## config.mk

```make
export PLATFORM = sky130hd
export DESIGN_NAME = array_walker
export DESIGN_NICKNAME = d
export VERILOG_FILES = /design/src/rtl/array_walker.sv
export SDC_FILE = /design/constraint.sdc
export NUM_CORES = 1
export LEC_CHECK = 0
export ABC_CLOCK_PERIOD_IN_PS = 3700
export CAP_MARGIN = 20
export CORE_ASPECT_RATIO = 0.5
export CORE_MARGIN = 2
export CORE_UTILIZATION = 54
export DETAILED_ROUTE_END_ITERATION = 10
export PLACE_DENSITY_LB_ADDON = 0.3
export SLEW_MARGIN = 20
export SYNTH_ARGS = -nofsm -noshare
export SYNTH_HDL_FRONTEND = slang
export SYNTH_SLANG_ARGS = --single-unit
```

## constraint.sdc

```tcl
create_clock -name clk -period 3.7 [get_ports clk]
set_input_delay 0.74 -clock clk [delete_from_list [all_inputs] [get_ports clk]]
set_output_delay 0.74 -clock clk [all_outputs]
set_load 0.03 [all_outputs]
```

## src/rtl/array_walker.sv

```systemverilog
// +----------------------------------------------------------------------------+
// | array_walker: SUM/FILL walker over a word array with valid/ready handshake  |
// | Rev 1.0                                                                     |
// +----------------------------------------------------------------------------+
`default_nettype none

module array_walker #(
  parameter int ADDR_W  = 4,
  parameter int DATA_W  = 32,
  parameter int MAX_LEN = 16
) (
  input  logic              clk,
  input  logic              nrst,
  input  logic              i_in_valid,
  output logic              o_in_ready,
  input  logic              i_in_op,
  input  logic [ADDR_W-1:0] i_in_base,
  input  logic [ADDR_W:0]   i_in_len,
  input  logic [DATA_W-1:0] i_in_value,
  output logic              o_out_valid,
  input  logic              i_out_ready,
  output logic [DATA_W-1:0] o_out_data,
  output logic [ADDR_W-1:0] o_mem_addr,
  output logic              o_mem_we,
  output logic [DATA_W-1:0] o_mem_di,
  input  logic [DATA_W-1:0] i_mem_do,
  output logic              o_mem_valid,
  input  logic              i_mem_ready
);

  typedef enum logic [1:0] {
    S_IDLE    = 2'd0,
    S_ISSUE   = 2'd1,
    S_CAPTURE = 2'd2,
    S_DONE    = 2'd3
  } state_t;

  localparam logic [ADDR_W:0] c_max_len = (ADDR_W+1)'(MAX_LEN);

  state_t              r_state;
  logic                r_op;
  logic [ADDR_W-1:0]   r_base;
  logic [ADDR_W:0]     r_len;
  logic [DATA_W-1:0]   r_value;
  logic [ADDR_W:0]     r_idx;
  logic [DATA_W-1:0]   r_acc;
  logic                r_in_ready;
  logic                r_out_valid;
  logic [DATA_W-1:0]   r_out_data;
  logic [ADDR_W-1:0]   r_mem_addr;
  logic                r_mem_we;
  logic [DATA_W-1:0]   r_mem_di;
  logic                r_mem_valid;

  logic [ADDR_W:0]     w_len_clamped;
  logic [ADDR_W:0]     w_idx_inc;
  logic [DATA_W-1:0]   w_acc_sum;

  assign w_len_clamped = (i_in_len > c_max_len) ? c_max_len : i_in_len;
  assign w_idx_inc     = r_idx + (ADDR_W+1)'(1);
  assign w_acc_sum     = r_acc + i_mem_do;

  always_ff @(posedge clk) begin
    if (!nrst) begin
      r_state     <= S_IDLE;
      r_op        <= 1'b0;
      r_base      <= '0;
      r_len       <= '0;
      r_value     <= '0;
      r_idx       <= '0;
      r_acc       <= '0;
      r_in_ready  <= 1'b1;
      r_out_valid <= 1'b0;
      r_out_data  <= '0;
      r_mem_addr  <= '0;
      r_mem_we    <= 1'b0;
      r_mem_di    <= '0;
      r_mem_valid <= 1'b0;
    end else begin
      case (r_state)
        S_IDLE: begin
          if (i_in_valid) begin
            r_op       <= i_in_op;
            r_base     <= i_in_base;
            r_len      <= w_len_clamped;
            r_value    <= i_in_value;
            r_idx      <= '0;
            r_acc      <= '0;
            r_in_ready <= 1'b0;
            if (w_len_clamped == '0) begin
              r_state     <= S_DONE;
              r_out_valid <= 1'b1;
              r_out_data  <= '0;
            end else begin
              r_state     <= S_ISSUE;
              r_mem_valid <= 1'b1;
              r_mem_addr  <= i_in_base;
              r_mem_we    <= i_in_op;
              r_mem_di    <= i_in_value;
            end
          end
        end
        S_ISSUE: begin
          if (i_mem_ready) begin
            if (r_op) begin
              r_idx <= w_idx_inc;
              if (w_idx_inc == r_len) begin
                r_state     <= S_DONE;
                r_out_valid <= 1'b1;
                r_out_data  <= DATA_W'(r_len);
                r_mem_valid <= 1'b0;
                r_mem_we    <= 1'b0;
              end else begin
                r_mem_addr <= r_base + w_idx_inc[ADDR_W-1:0];
                r_mem_di   <= r_value + DATA_W'(w_idx_inc);
              end
            end else begin
              // Read data arrives one cycle later; address stays put for it.
              r_mem_valid <= 1'b0;
              r_state     <= S_CAPTURE;
            end
          end
        end
        S_CAPTURE: begin
          r_acc <= w_acc_sum;
          r_idx <= w_idx_inc;
          if (w_idx_inc == r_len) begin
            r_state     <= S_DONE;
            r_out_valid <= 1'b1;
            r_out_data  <= w_acc_sum;
          end else begin
            r_state     <= S_ISSUE;
            r_mem_valid <= 1'b1;
            r_mem_addr  <= r_base + w_idx_inc[ADDR_W-1:0];
          end
        end
        S_DONE: begin
          if (i_out_ready) begin
            r_out_valid <= 1'b0;
            r_in_ready  <= 1'b1;
            r_state     <= S_IDLE;
          end
        end
        default: r_state <= S_IDLE;
      endcase
    end
  end

  assign o_in_ready  = r_in_ready;
  assign o_out_valid = r_out_valid;
  assign o_out_data  = r_out_data;
  assign o_mem_addr  = r_mem_addr;
  assign o_mem_we    = r_mem_we;
  assign o_mem_di    = r_mem_di;
  assign o_mem_valid = r_mem_valid;

endmodule

`default_nettype wire

```

==> metrics.log, run 1 <==
INFO  metric final_period_minus_worst_setup_slack = 3.294 ns
INFO  metric cts_setup_buffers = 0
INFO  metric power.density = 656.4 mW/mm^2
INFO  metric skew = 0.01306 ns
INFO  metric worst-r2r-cell-count = 11
INFO  metric highest_achievable_clock_rate = 303.6 MHz
INFO  metric timing.critical_path.required = ~4.1 ns
INFO  metric hpwlAfterDp = 16360 um
INFO  metric pre_cts_slack = 0.07036 ns
INFO  metric netlist_area = around 0.0086 sq mm
INFO  metric cts_hold_buffers = 0
INFO  metric initial_utilization = between 50 and 60%
INFO  metric cell_family_contributing_the_most_delay_on_the_critical_path = compound AO/OA/AOI/OAI gates
INFO  metric fin_setup_tns = 0 ns
INFO  metric fillers = 1243
INFO  metric drt_first_pass_iters = 5
INFO  metric grt_pass1_vias = 7516
INFO  metric cts_num_sinks = approximately 150
INFO  metric cts-root-to-sink-buffers = 2
INFO  metric timing.critical_path.slowest_stage_cell = sky130_fd_sc_hd__clkdlybuf4s50_1
INFO  metric detailedRoute.firstIterationViolations = 585
INFO  metric worstSkewPairLatency = 0.43 ns
INFO  metric total_of_warnings_raised_by_yosys = 0
INFO  metric worst-r2r-setup-slack = approximately 0.53 ns
INFO  metric finalMaxSlewViolations = 0
INFO  metric core_region_area = 0.01553 sq mm
INFO  metric ys.flop_type = sky130_fd_sc_hd__dfxtp_1
INFO  metric cp-end-kind = flop
INFO  metric timing.critical_path.buf_inv = 2
INFO  metric maxCapViolations = 0
INFO  metric routed_length_per_instance = 16.52 um
INFO  metric critPathLaunchType = input pin
INFO  metric areaGrowthSynthToFinish = 25.75%
INFO  metric grt_start_max_net_pins = 60
INFO  metric ir_drop = 0.5067 mV
INFO  metric grt-ovfl-total = 0
INFO  metric die_w = roughly 180 um
INFO  metric critical_path_cell_count = 13
INFO  metric rr_endpoint = o_mem_di[22]$_SDFFE_PN0P_
INFO  metric count_of_flip_flops_with_a_built_in_enable_after_synthesis = 0
INFO  metric synthCells = approximately 1000
INFO  metric period_share = 89.03%
INFO  metric fp-row-count = 32
INFO  metric drc_errors = 0
INFO  metric ys_seq_elements = 153
INFO  metric first_pass_grt_wire_length = 36740 um
INFO  metric post_cts.resized_instances = 0
INFO  metric clk_pin_slew_worst_paths = about 0.060 ns
INFO  metric cts_root_buffer = sky130_fd_sc_hd__clkbuf_16
INFO  metric ant_nets = 0
INFO  metric globalplace.congestion = 0.8931
INFO  metric drt-vias-per-instance = 5.752
INFO  metric timing_worst_slew_pin_value = 0.7302 ns
INFO  metric synth.lib_cells_used.distinct = 67
INFO  metric hold_viol_final = 0
INFO  metric syn-num-nets = 1167
INFO  metric synth_seq_area_share = 35.43%
INFO  metric max_slew_margin = about half
INFO  metric io_port_bufs = 150
INFO  metric synthArstFlopShare = 0%
INFO  metric critPathMaxStageDelay = about 0.47 ns
INFO  metric cts-htree-levels = 4
INFO  metric ordered_list_of_cells_on_the_worst_path = clkdlybuf4s50_1, ha_1, inv_1, fa_1, nor2b_1, o2111ai_1, a31oi_1, nand2_1, o21a_1, o21ai_0, xor2_1, nand3_1, a21boi_0
INFO  metric worstSetupStartpoint = i_mem_do[0]
INFO  metric io_pins = 151
INFO  metric status = finished, final reports clean
INFO  metric timing.setup.critical_path_class = input pin to flop
INFO  metric final_cell_area = 0.01087 sq mm
INFO  metric postSynthAreaPerCell = 8.312 sq um
INFO  metric antenna-diode-count = 0
INFO  metric wire_length_reported_by_the_detailed_router = 22850 um
INFO  metric dpl_cell_area = 0.01026 sq mm
INFO  metric cts_buffers = 17
INFO  metric clock_tree_from_tritoncts = yes
INFO  metric crit_path_end = r_acc[14]$_SDFFE_PN0P_
INFO  metric dpl.cell_count = 1351
INFO  metric num_vias = just under 8000
INFO  metric leakagePower = 4.393 nW
INFO  metric drive_gt1_share = 5.598%
INFO  metric fin_total_pwr = 7.135 mW
INFO  metric worst-path-max-fanout = 3
INFO  metric worst_flop_to_flop_path_startpoint = r_idx[0]$_SDFFE_PN0P_
INFO  metric finalSetupViolCount = 0
INFO  metric die_area = 0.01710 sq mm
INFO  metric chipHeight = 93.47 um
INFO  metric layoutNonFillerInstCount = 1383
INFO  metric grt_antenna_before_repair = 0
INFO  metric rsz0062_at_grt = false
INFO  metric worst_slack = 0.4060 ns
INFO  metric nNetsFinal = 1293
INFO  metric globalRouteTotalUtil = 26.78%
INFO  metric holdCritPathClass = flop to flop
INFO  metric worstPathArrival = around 3.6 ns
[cell usage in the layout (no fill, tap or decap), drive strengths merged, types with 25 or more instances in the layout]
| cell type | n |
|---|---|
| a21o | 25 |
| dfxtp | 153 |
| clkdlybuf4s50 | 149 |
| o21ai | 51 |
| a22o | 44 |
| a21boi | 63 |
| a21oi | 63 |
| nor2 | 39 |
| nand3 | 45 |
| nand2 | 185 |
| ha | 45 |
| inv | 27 |
| xnor2 | 46 |
[worst reg2reg max path, stage by stage (launching register included)]
cell and delay, ns:
sky130_fd_sc_hd__dfxtp_1 0.46, sky130_fd_sc_hd__ha_1 0.40, sky130_fd_sc_hd__fa_1 0.49, sky130_fd_sc_hd__a21o_1 0.18
sky130_fd_sc_hd__a21oi_1 0.22, sky130_fd_sc_hd__inv_1 0.07, sky130_fd_sc_hd__a21oi_1 0.34, sky130_fd_sc_hd__nor3b_1 0.16
sky130_fd_sc_hd__and2_0 0.30, sky130_fd_sc_hd__xnor2_1 0.18, sky130_fd_sc_hd__mux2i_1 0.15, sky130_fd_sc_hd__o21ai_0 0.10
[flip-flops by register name, summed over array words and instances (netlist names)]
name	flops
o_mem_we	1
o_out_valid	1
r_len	5
r_state	2
o_in_ready	1
r_idx	5
r_base	4
r_value	32
r_op	1
o_mem_addr	4
o_out_data	32
r_acc	32
o_mem_valid	1
o_mem_di	32
[worst min path at each step]
stage	start	to	slack, ns	cells after the start
after detailed placement	o_out_data[21]$_SDFFE_PN0P_	o_out_data[21]$_SDFFE_PN0P_	0.45	2
after global routing	o_out_data[21]$_SDFFE_PN0P_	o_out_data[21]$_SDFFE_PN0P_	0.49	2
after CTS	o_out_data[21]$_SDFFE_PN0P_	o_out_data[21]$_SDFFE_PN0P_	0.46	2
after floorplan	r_acc[21]$_SDFFE_PN0P_	r_acc[21]$_SDFFE_PN0P_	0.43	2
final	o_out_data[15]$_SDFFE_PN0P_	o_out_data[15]$_SDFFE_PN0P_	0.46	2
after global placement	r_acc[21]$_SDFFE_PN0P_	r_acc[21]$_SDFFE_PN0P_	0.44	2
[per-layer routing]
metal  GRT usage (%)  wire length, um  up-vias
met5               0                0        -
met4           7.733              353        0
met3           5.413             1335       36
met2           45.30            10580      243
met1           34.90            10590     3758
li1                -                -     3918
[final cells by class]
class	instances	area, sq um	share of cell area (%)
Sequential cell	153	3063	28.18
Clock inverter	11	146.4	1.347
Tap cell	204	255.2	2.348
Inverter	27	101.3	0.9323
Timing Repair Buffer	167	1627	14.96
Multi-Input combinational cell	800	5218	48.00
Clock buffer	21	460.4	4.236
[logic make-up (layout without fill, tap and decap cells)]
| logic type | count (synthesis) | after routing | share of synthesized area, % |
|---|---|---|---|
| muxes | 14 | 14 | 1.621 |
| xor gates and xnor gates | 67 | 67 | 7.121 |
| and+or+nand+nor | 363 | 363 | 19.53 |
| DFF | 153 | 153 | 35.43 |
| AOI/OAI and AO/OA | 308 | 308 | 24.85 |
| adders and majority gates | 48 | 48 | 7.208 |
| buffers and inverters | 87 | 226 | 4.241 |
[synthesized netlist by cell type (14+ instances only)]
cell | number | share of area, %
sky130_fd_sc_hd__xnor2_1 | 45 | 4.6
sky130_fd_sc_hd__o21ai_0 | 48 | 2.8
sky130_fd_sc_hd__a21oi_1 | 63 | 3.6
sky130_fd_sc_hd__ha_1 | 45 | 6.5
sky130_fd_sc_hd__clkbuf_1 | 45 | 2.0
sky130_fd_sc_hd__nand2_1 | 184 | 8.0
sky130_fd_sc_hd__xor2_1 | 19 | 1.9
sky130_fd_sc_hd__nor2b_1 | 21 | 1.5
sky130_fd_sc_hd__a21boi_0 | 62 | 5.4
sky130_fd_sc_hd__nand3_1 | 43 | 2.5
sky130_fd_sc_hd__a21o_1 | 24 | 2.1
sky130_fd_sc_hd__and2_1 | 20 | 1.4
sky130_fd_sc_hd__dfxtp_1 | 153 | 35
sky130_fd_sc_hd__nor2_1 | 38 | 1.7
sky130_fd_sc_hd__a22o_1 | 44 | 4.5
sky130_fd_sc_hd__mux2i_1 | 14 | 1.6
sky130_fd_sc_hd__and3_1 | 21 | 1.5
sky130_fd_sc_hd__inv_1 | 27 | 1.2
[stage by stage]
stage                     utilization, %  hold WS, ns
final                              69.97       0.4623
after global routing               69.97       0.4862
after CTS                          69.97       0.4646
after detailed placement           66.07       0.4527
after global placement             66.07       0.4425
after floorplan                        -       0.4291
[where the power goes]
part           switching, mW  internal [mW]  total, mW
Sequential             0.224           1.97       2.20
Combinational           1.94           1.18       3.12
Clock                  0.724           1.10       1.82
Note: power is estimated with default switching activity, not from simulation.
==> run 2, diff against run 1 <==
--- a/config.mk
+++ b/config.mk
@@ -11,7 +11,7 @@
 export CORE_MARGIN = 2
 export CORE_UTILIZATION = 54
 export DETAILED_ROUTE_END_ITERATION = 10
-export PLACE_DENSITY_LB_ADDON = 0.3
+export PLACE_DENSITY = 0.93
 export SLEW_MARGIN = 20
 export SYNTH_ARGS = -nofsm -noshare
 export SYNTH_HDL_FRONTEND = slang
==> constraint.sdc (replaced) <==
create_clock -name clk -period 3.7 [get_ports clk]
set_input_delay 0.74 -clock clk [delete_from_list [all_inputs] [get_ports clk]]
set_output_delay 0.74 -clock clk [all_outputs]
set_load 0.005 [all_outputs]
==> metrics.log, run 2 (synthesis results as in run 1) <==
INFO  metric cts_root_buffer = sky130_fd_sc_hd__clkbuf_16
INFO  metric fp-row-count = 32 (unchanged)
INFO  metric rr_endpoint = o_mem_di[22]$_SDFFE_PN0P_
INFO  metric detailedRoute.firstIterationViolations = 660 (+13%)
INFO  metric finalMaxSlewViolations = 0 (unchanged)
INFO  metric areaGrowthSynthToFinish = 26.07%
INFO  metric critPathMaxStageDelay = 0.46 ns (about the same)
INFO  metric cts_hold_buffers = 0 (unchanged)
INFO  metric io_pins = 151 (unchanged)
INFO  metric timing_worst_slew_pin_value = 0.9696 ns (+0.2395 ns)
INFO  metric hold_viol_final = 0 (unchanged)
INFO  metric clk_pin_slew_worst_paths = 0.07 ns (about the same)
INFO  metric final_cell_area = 0.01090 sq mm (+0.25%)
INFO  metric cts_num_sinks = 153 (unchanged)
INFO  metric num_vias = 8176 (+2.8%)
INFO  metric drc_errors = 0 (unchanged)
INFO  metric layout.cells.most_common_list = sky130_fd_sc_hd__nand2_1, sky130_fd_sc_hd__dfxtp_1, sky130_fd_sc_hd__clkdlybuf4s50_1
INFO  metric worstSkewPairLatency = 0.43 ns (about the same)
INFO  metric fillers = 1199 (-3.5%)
INFO  metric critical_path_cell_count = 13 (unchanged)
INFO  metric drt_first_pass_iters = 5 (unchanged)
INFO  metric period_share = 86.75% (-2.3 points)
INFO  metric post_cts.resized_instances = 0 (unchanged)
INFO  metric final_common_cell = sky130_fd_sc_hd__nand2_1
INFO  metric globalRouteTotalUtil = 27.69% (+0.91 points)
INFO  metric timing.setup.critical_path_class = input pin to flop
INFO  metric cts_setup_buffers = 0 (unchanged)
INFO  metric finalCoreUtilization = 70.15% (+0.18 points)
INFO  metric power.density = 636.7 mW/mm^2 (-3.0%)
INFO  metric globalplace.congestion = 0.9339 (+4.6%)
INFO  metric critPathLaunchType = input pin
INFO  metric worstPathArrival = 3.56 ns (-0.08 ns)
INFO  metric drt-vias-per-instance = 5.912 (+2.8%)
INFO  metric timing.critical_path.required = 4.05 ns (about the same)
INFO  metric final_period_minus_worst_setup_slack = 3.210 ns (-0.08412 ns)
INFO  metric chipHeight = 93.47 um (unchanged)
INFO  metric antenna-diode-count = 0 (unchanged)
INFO  metric timing.critical_path.buf_inv = 2 (unchanged)
INFO  metric holdPathStages = 2 (unchanged)
INFO  metric initial_utilization = 55.65% (unchanged)
INFO  metric grt_antenna_before_repair = 0 (unchanged)
INFO  metric ir_drop = 0.4289 mV (-15%)
INFO  metric worst_flop_to_flop_path_startpoint = r_idx[0]$_SDFFE_PN0P_
INFO  metric fin_setup_tns = 0 ns (unchanged)
INFO  metric ordered_list_of_cells_on_the_worst_path = clkdlybuf4s50_1, ha_1, inv_1, fa_1, nor2b_1, o2111ai_1, a31oi_1, nand2_1, o21a_1, o21ai_0, xor2_1, nand3_1, a21boi_0
INFO  metric worst-r2r-cell-count = 12 (+1)
INFO  metric hold_ws = 0.4678 ns (+0.005506 ns)
INFO  metric first_pass_grt_wire_length = 38270 um (+4.2%)
INFO  metric max_slew_margin = 34.67% (-17 points)
INFO  metric holdPathEnd = o_out_data[3]$_SDFFE_PN0P_
INFO  metric maxCapViolations = 0 (unchanged)
INFO  metric highest_achievable_clock_rate = 311.5 MHz (+2.6%)
INFO  metric routed_length_per_instance = 16.91 um (+2.3%)
INFO  metric die_w = 182.9 um (unchanged)
INFO  metric die_area = 0.01710 sq mm (unchanged)
INFO  metric cell_family_contributing_the_most_delay_on_the_critical_path = compound AO/OA/AOI/OAI gates
INFO  metric holdCritPathClass = flop to flop
INFO  metric fin_total_pwr = 6.939 mW (-2.7%)
INFO  metric rsz0062_at_grt = false
INFO  metric cts-root-to-sink-buffers = 2 (unchanged)
INFO  metric leakagePower = 4.415 nW (+0.51%)
INFO  metric worst_hold_startpoint = o_out_data[3]$_SDFFE_PN0P_
INFO  metric status = finished, final reports clean
INFO  metric worst-path-max-fanout = 3 (unchanged)
INFO  metric finalSetupViolCount = 0 (unchanged)
INFO  metric cp-end-kind = flop
INFO  metric grt_start_max_net_pins = 71 (+18%)
INFO  metric core_region_area = 0.01553 sq mm (unchanged)
INFO  metric nNetsFinal = 1293 (unchanged)
INFO  metric dpl_cell_area = 0.01026 sq mm (unchanged)
INFO  metric worst-r2r-setup-slack = 0.54 ns (about the same)
INFO  metric cts_buffers = 17 (unchanged)
INFO  metric drive_gt1_share = 5.683% (+0.085 points)
INFO  metric grt_pass1_vias = 7974 (+6.1%)
INFO  metric ant_nets = 0 (unchanged)
INFO  metric grt-ovfl-total = 0 (unchanged)
INFO  metric cts-htree-levels = 4 (unchanged)
INFO  metric worstSetupStartpoint = i_mem_do[0]
INFO  metric skew = 0.01642 ns (+0.003363 ns)
INFO  metric hpwlAfterDp = 16560 um (+1.2%)
INFO  metric timing.critical_path.slowest_stage_cell = sky130_fd_sc_hd__clkdlybuf4s50_1
INFO  metric clock_tree_from_tritoncts = yes
INFO  metric io_port_bufs = 150 (unchanged)
INFO  metric wire_length_reported_by_the_detailed_router = 23390 um (+2.3%)
==> run 2: area by class of cell <==
type                            count  area (sq um)  share of cell area (%)
Multi-Input combinational cell    800          5218                   47.88
Sequential cell                   153          3063                   28.11
Timing Repair Buffer              167          1627                   14.93
Clock buffer                       19         442.9                   4.064
Tap cell                          204         255.2                   2.342
Clock inverter                     13         191.4                   1.757
Inverter                           27         101.3                  0.9300
==> run 2: stage by stage <==
stage / instances / setup WS (ns)
3_3_place_gp: 1351 / 0.1593
5_1_grt: 1383 / 0.2678
6_report: 1383 / 0.4901
3_5_place_dp: 1351 / 0.09457
2_1_floorplan: 1040 / 0.8696
4_1_cts: 1383 / 0.5192
==> run 2: worst register-to-register path: cells and delay by family (launching register included) <==
family | cells | cell delay (ns)
compound gates | 4 | 0.79
fa+ha+maj | 2 | 0.65
xor+xnor | 2 | 0.61
flops | 1 | 0.46
simple gates | 2 | 0.39
mux | 1 | 0.10
buf+inv | 1 | 0.09
==> run 2: where the power goes <==
group / switching [mW] / internal [mW] / total, mW
registers: 0.232 / 1.97 / 2.20
clock network: 0.744 / 1.16 / 1.90
logic: 1.63 / 1.20 / 2.83
==> run 2: how the worst max path moves through the flow <==
stage,end,slack [ns]
floorplan,r_acc[14]$_SDFFE_PN0P_,0.87
global placement,o_out_data[28]$_SDFFE_PN0P_,0.16
detailed placement,r_acc[14]$_SDFFE_PN0P_,0.09
CTS,r_acc[14]$_SDFFE_PN0P_,0.52
global route,o_out_data[27]$_SDFFE_PN0P_,0.27
finish,r_acc[14]$_SDFFE_PN0P_,0.49
==> run 2: layer usage <==
metal | vias up | wire length (um) | track usage [%]
li1 | 3909 | - | -
met1 | 3866 | 10300 | 36.59
met2 | 348 | 10860 | 45.20
met3 | 53 | 1729 | 5.685
met4 | 0 | 502 | 9.867
met5 | - | 0 | 0
==> run 3, diff against run 2 <==
==> config.mk (replaced) <==
export PLATFORM = sky130hd
export DESIGN_NAME = array_walker
export DESIGN_NICKNAME = d
export VERILOG_FILES = /design/src/rtl/array_walker.sv
export SDC_FILE = /design/constraint.sdc
export NUM_CORES = 1
export LEC_CHECK = 0
export ABC_CLOCK_PERIOD_IN_PS = 2610
export CAP_MARGIN = 25
export CORE_ASPECT_RATIO = 0.5
export CORE_MARGIN = 2
export CORE_UTILIZATION = 49
export DETAILED_ROUTE_END_ITERATION = 10
export PLACE_DENSITY = 0.9
export SLEW_MARGIN = 20
export SYNTH_ARGS = -nofsm -noshare
export SYNTH_HDL_FRONTEND = slang
export SYNTH_SLANG_ARGS = --single-unit
==> constraint.sdc (replaced) <==
create_clock -name clk -period 2.61 [get_ports clk]
set_input_delay 0.522 -clock clk [delete_from_list [all_inputs] [get_ports clk]]
set_output_delay 0.522 -clock clk [all_outputs]
set_load 0.005 [all_outputs]
==> metrics.log, run 3 (synthesis results as in run 1) <==
INFO  metric status = complete, but fails checks
INFO  metric violations = setup timing
INFO  metric worstSkewPairLatency = 0.43 ns (about the same)
INFO  metric cts-root-to-sink-buffers = 2 (unchanged)
INFO  metric power.share.switching = 38.65% (+1.0 points)
INFO  metric worst_hold_startpoint = o_out_data[21]$_SDFFE_PN0P_
INFO  metric final_common_cell = sky130_fd_sc_hd__nand2_1
INFO  metric skew = 0.01452 ns (-0.001903 ns)
INFO  metric timing.critical_path.required = 2.97 ns (-1.08 ns)
INFO  metric timing.critical_path.slowest_stage_cell = sky130_fd_sc_hd__clkdlybuf4s50_1
INFO  metric areaGrowthSynthToFinish = 39.79%
INFO  metric final_period_minus_worst_setup_slack = around 2.6 ns
INFO  metric worst-path-max-fanout = 4 (+1)
INFO  metric ordered_list_of_cells_on_the_worst_path = clkdlybuf4s50_1, ha_4, buf_4, nand2_1, o21ai_0, a31o_1, a211oi_2, o21ba_4, o21ai_4, buf_4, xor2_1, a22o_1
INFO  metric grt_start_max_net_pins = 44 (-38%)
INFO  metric timing.setup.critical_path_class = input pin to flop
INFO  metric timing.critical_path.buf_inv = 3 (+1)
INFO  metric clk_pin_slew_worst_paths = 0.06 ns (about the same)
INFO  metric drt_first_pass_iters = 5 (unchanged)
INFO  metric drt-vias-per-instance = 5.666 (-4.2%)
INFO  metric cts_num_sinks = 153 (unchanged)
INFO  metric cts_root_buffer = sky130_fd_sc_hd__clkbuf_16
INFO  metric finalCoreUtilization = 69.79% (-0.36 points)
INFO  metric gr-usage-met1 = 33.32% (-3.3 points)
INFO  metric chipHeight = 97.92 um (+4.8%)
INFO  metric detailedRoute.firstIterationViolations = 629 (-4.7%)
INFO  metric nNetsFinal = 1392 (+7.7%)
INFO  metric timing_worst_slew_pin_value = 0.7371 ns (-0.2325 ns)
INFO  metric globalplace.congestion = 0.9338 (about the same)
INFO  metric ant_nets = 0 (unchanged)
INFO  metric worst_flop_to_flop_path_startpoint = r_acc[0]$_SDFFE_PN0P_
INFO  metric layout.cells.most_common_list = sky130_fd_sc_hd__nand2_1, sky130_fd_sc_hd__dfxtp_1, sky130_fd_sc_hd__clkdlybuf4s50_1
INFO  metric fp-row-count = 34 (+6.3%)
INFO  metric clock_power_share = 23.3% (-4.1 points)
INFO  metric leakagePower = 4.971 nW (+13%)
INFO  metric cts_buffers = 17 (unchanged)
INFO  metric most_crowded_layer_gr = met2
INFO  metric cp-end-kind = flop
INFO  metric clock_tree_from_tritoncts = yes
INFO  metric holdCritPathClass = flop to flop
INFO  metric worstSetupStartpoint = i_mem_do[14]
INFO  metric globalRouteTotalUtil = 26.48% (-1.2 points)
INFO  metric seqPwrFrac = 31.6% (about the same)
INFO  metric initial_utilization = 49.93% (-5.7 points)
INFO  metric wire_length_reported_by_the_detailed_router = 25360 um (+8.4%)
INFO  metric grt_pass1_vias = 8379 (+5.1%)
INFO  metric critical_path_cell_count = 12 (-1)
INFO  metric period_share = 101.0%
INFO  metric first_pass_grt_wire_length = 40210 um (+5.1%)
INFO  metric worst-r2r-cell-count = 12 (unchanged)
INFO  metric io_port_bufs = 150 (unchanged)
INFO  metric die_w = 191.8 um (+4.9%)
INFO  metric power.density = 821.2 mW/mm^2 (+29%)
INFO  metric critPathMaxStageDelay = 0.47 ns (about the same)
INFO  metric comb_power_share = 45.1% (+4.3 points)
INFO  metric max_slew_margin = 50.34% (+16 points)
INFO  metric gr-usage-met2 = 45.49% (+0.29 points)
INFO  metric grt-ovfl-total = 0 (unchanged)
INFO  metric hpwlAfterDp = 17740 um (+7.1%)
INFO  metric grt_antenna_before_repair = 0 (unchanged)
INFO  metric core_region_area = 0.01731 sq mm (+11%)
INFO  metric rsz0062_at_grt = true
INFO  metric fin_total_pwr = 9.924 mW (+43%)
INFO  metric highest_achievable_clock_rate = 379.2 MHz
INFO  metric holdPathStages = 2 (unchanged)
INFO  metric worst-r2r-setup-slack = 0.07 ns (-0.47 ns)
INFO  metric ir_drop = 0.5891 mV (+37%)
INFO  metric num_vias = 8561 (+4.7%)
INFO  metric grt_util_met3 = 5.140% (-0.55 points)
INFO  metric finalMaxSlewViolations = 0 (unchanged)
INFO  metric path_common_cell = sky130_fd_sc_hd__buf_4
INFO  metric routed_length_per_instance = 16.78 um (-0.77%)
INFO  metric drc_errors = 0 (unchanged)
INFO  metric cts-htree-levels = 4 (unchanged)
INFO  metric antenna-diode-count = 0 (unchanged)
INFO  metric worstPathArrival = 3.00 ns (-0.56 ns)
INFO  metric critPathLaunchType = input pin
INFO  metric cell_family_contributing_the_most_delay_on_the_critical_path = compound AO/OA/AOI/OAI gates
INFO  metric crit_path_end = o_out_data[22]$_SDFFE_PN0P_
INFO  metric die_area = 0.01879 sq mm (+9.9%)
INFO  metric finalSetupViolCount = 4 (+4)
INFO  metric maxCapViolations = 0 (unchanged)
INFO  metric rr_endpoint = o_out_data[22]$_SDFFE_PN0P_
INFO  metric drive_gt1_share = 17.46% (+12 points)
INFO  metric io_pins = 151 (unchanged)
INFO  metric worst_slack = -0.02717 ns (-0.5173 ns)
INFO  metric internal-power = 6.089 mW (+41%)
INFO  metric hold_viol_final = 0 (unchanged)
INFO  metric p_sw = 3.835 mW (+47%)
INFO  metric fillers = 1253 (+4.5%)
==> run 3: changes by cell type in the layout (fill, tap and decap cells not counted), sizes merged <==
cell           delta
clkdlybuf4s50    -14
bufinv            -4
clkinvlp          +4
dlymetal6s2s      +9
buf              +99
inv               -1
dlygate4sd2       +5
==> run 3: metal layers <==
metal	up-vias	share of wire [%]
met1	4076	43
met5	-	0
met3	60	5.8
li1	4128	-
met4	0	2.4
met2	297	49
==> run 3: worst min-delay path by stage <==
stage | to | slack [ns]
global placement | o_out_data[21]$_SDFFE_PN0P_ | 0.44
CTS | o_out_data[21]$_SDFFE_PN0P_ | 0.46
detailed placement | o_out_data[21]$_SDFFE_PN0P_ | 0.45
finish | o_out_data[21]$_SDFFE_PN0P_ | 0.46
global route | o_out_data[15]$_SDFFE_PN0P_ | 0.48
floorplan | r_acc[21]$_SDFFE_PN0P_ | 0.43
==> run 3: layout make-up <==
type | instances | area (sq um) | share of cell area, %
Sequential cell | 153 | 3073 | 25.43
Inverter | 27 | 101.3 | 0.8387
Tap cell | 234 | 292.8 | 2.423
Clock buffer | 19 | 442.9 | 3.665
Multi-Input combinational cell | 800 | 5667 | 46.89
Clock inverter | 12 | 96.34 | 0.7973
Timing Repair Buffer | 266 | 2411 | 19.95
==> run 3: repair_timing <==
item,in CTS,in global routing
pin swaps,28,33
gates resized for setup,36,54
hold buffers,0,0
cloned,0,0
setup buffers,3,8
endpoints found under the setup margin,30,51
==> run 3: tightest hold or removal path: stages, from the launching register on <==
cell and delay (ns):
sky130_fd_sc_hd__dfxtp_1 0.32, sky130_fd_sc_hd__nand2_1 0.05, sky130_fd_sc_hd__o31ai_1 0.06
==> run 3: per-stage QoR <==
| stage | instance area (sq um) | setup WS, ns | cells | TNS, ns | hold WS [ns] |
|---|---|---|---|---|---|
| floorplan | 8668 | 0.02560 | 1040 | 0 | 0.4291 |
| global placement | 11020 | -0.6656 | 1470 | -19.29 | 0.4444 |
| detailed placement | 11020 | -0.7186 | 1470 | -22.44 | 0.4489 |
| CTS | 11740 | 0.006624 | 1504 | 0 | 0.4635 |
| global route | 12080 | -0.09255 | 1511 | -0.8564 | 0.4844 |
| finish | 12080 | -0.02717 | 1511 | -0.04493 | 0.4619 |
==> run 3: power groups by stage <==
stage / sequential, mW / combinational, mW / clock, mW
3_3_place_gp: 3.14 / 4.17 / 0
2_1_floorplan: 3.12 / 2.55 / 0
5_1_grt: 3.19 / 4.88 / 2.44
4_1_cts: 3.12 / 4.38 / 2.34
6_report: 3.14 / 4.48 / 2.31
3_5_place_dp: 3.16 / 4.31 / 0
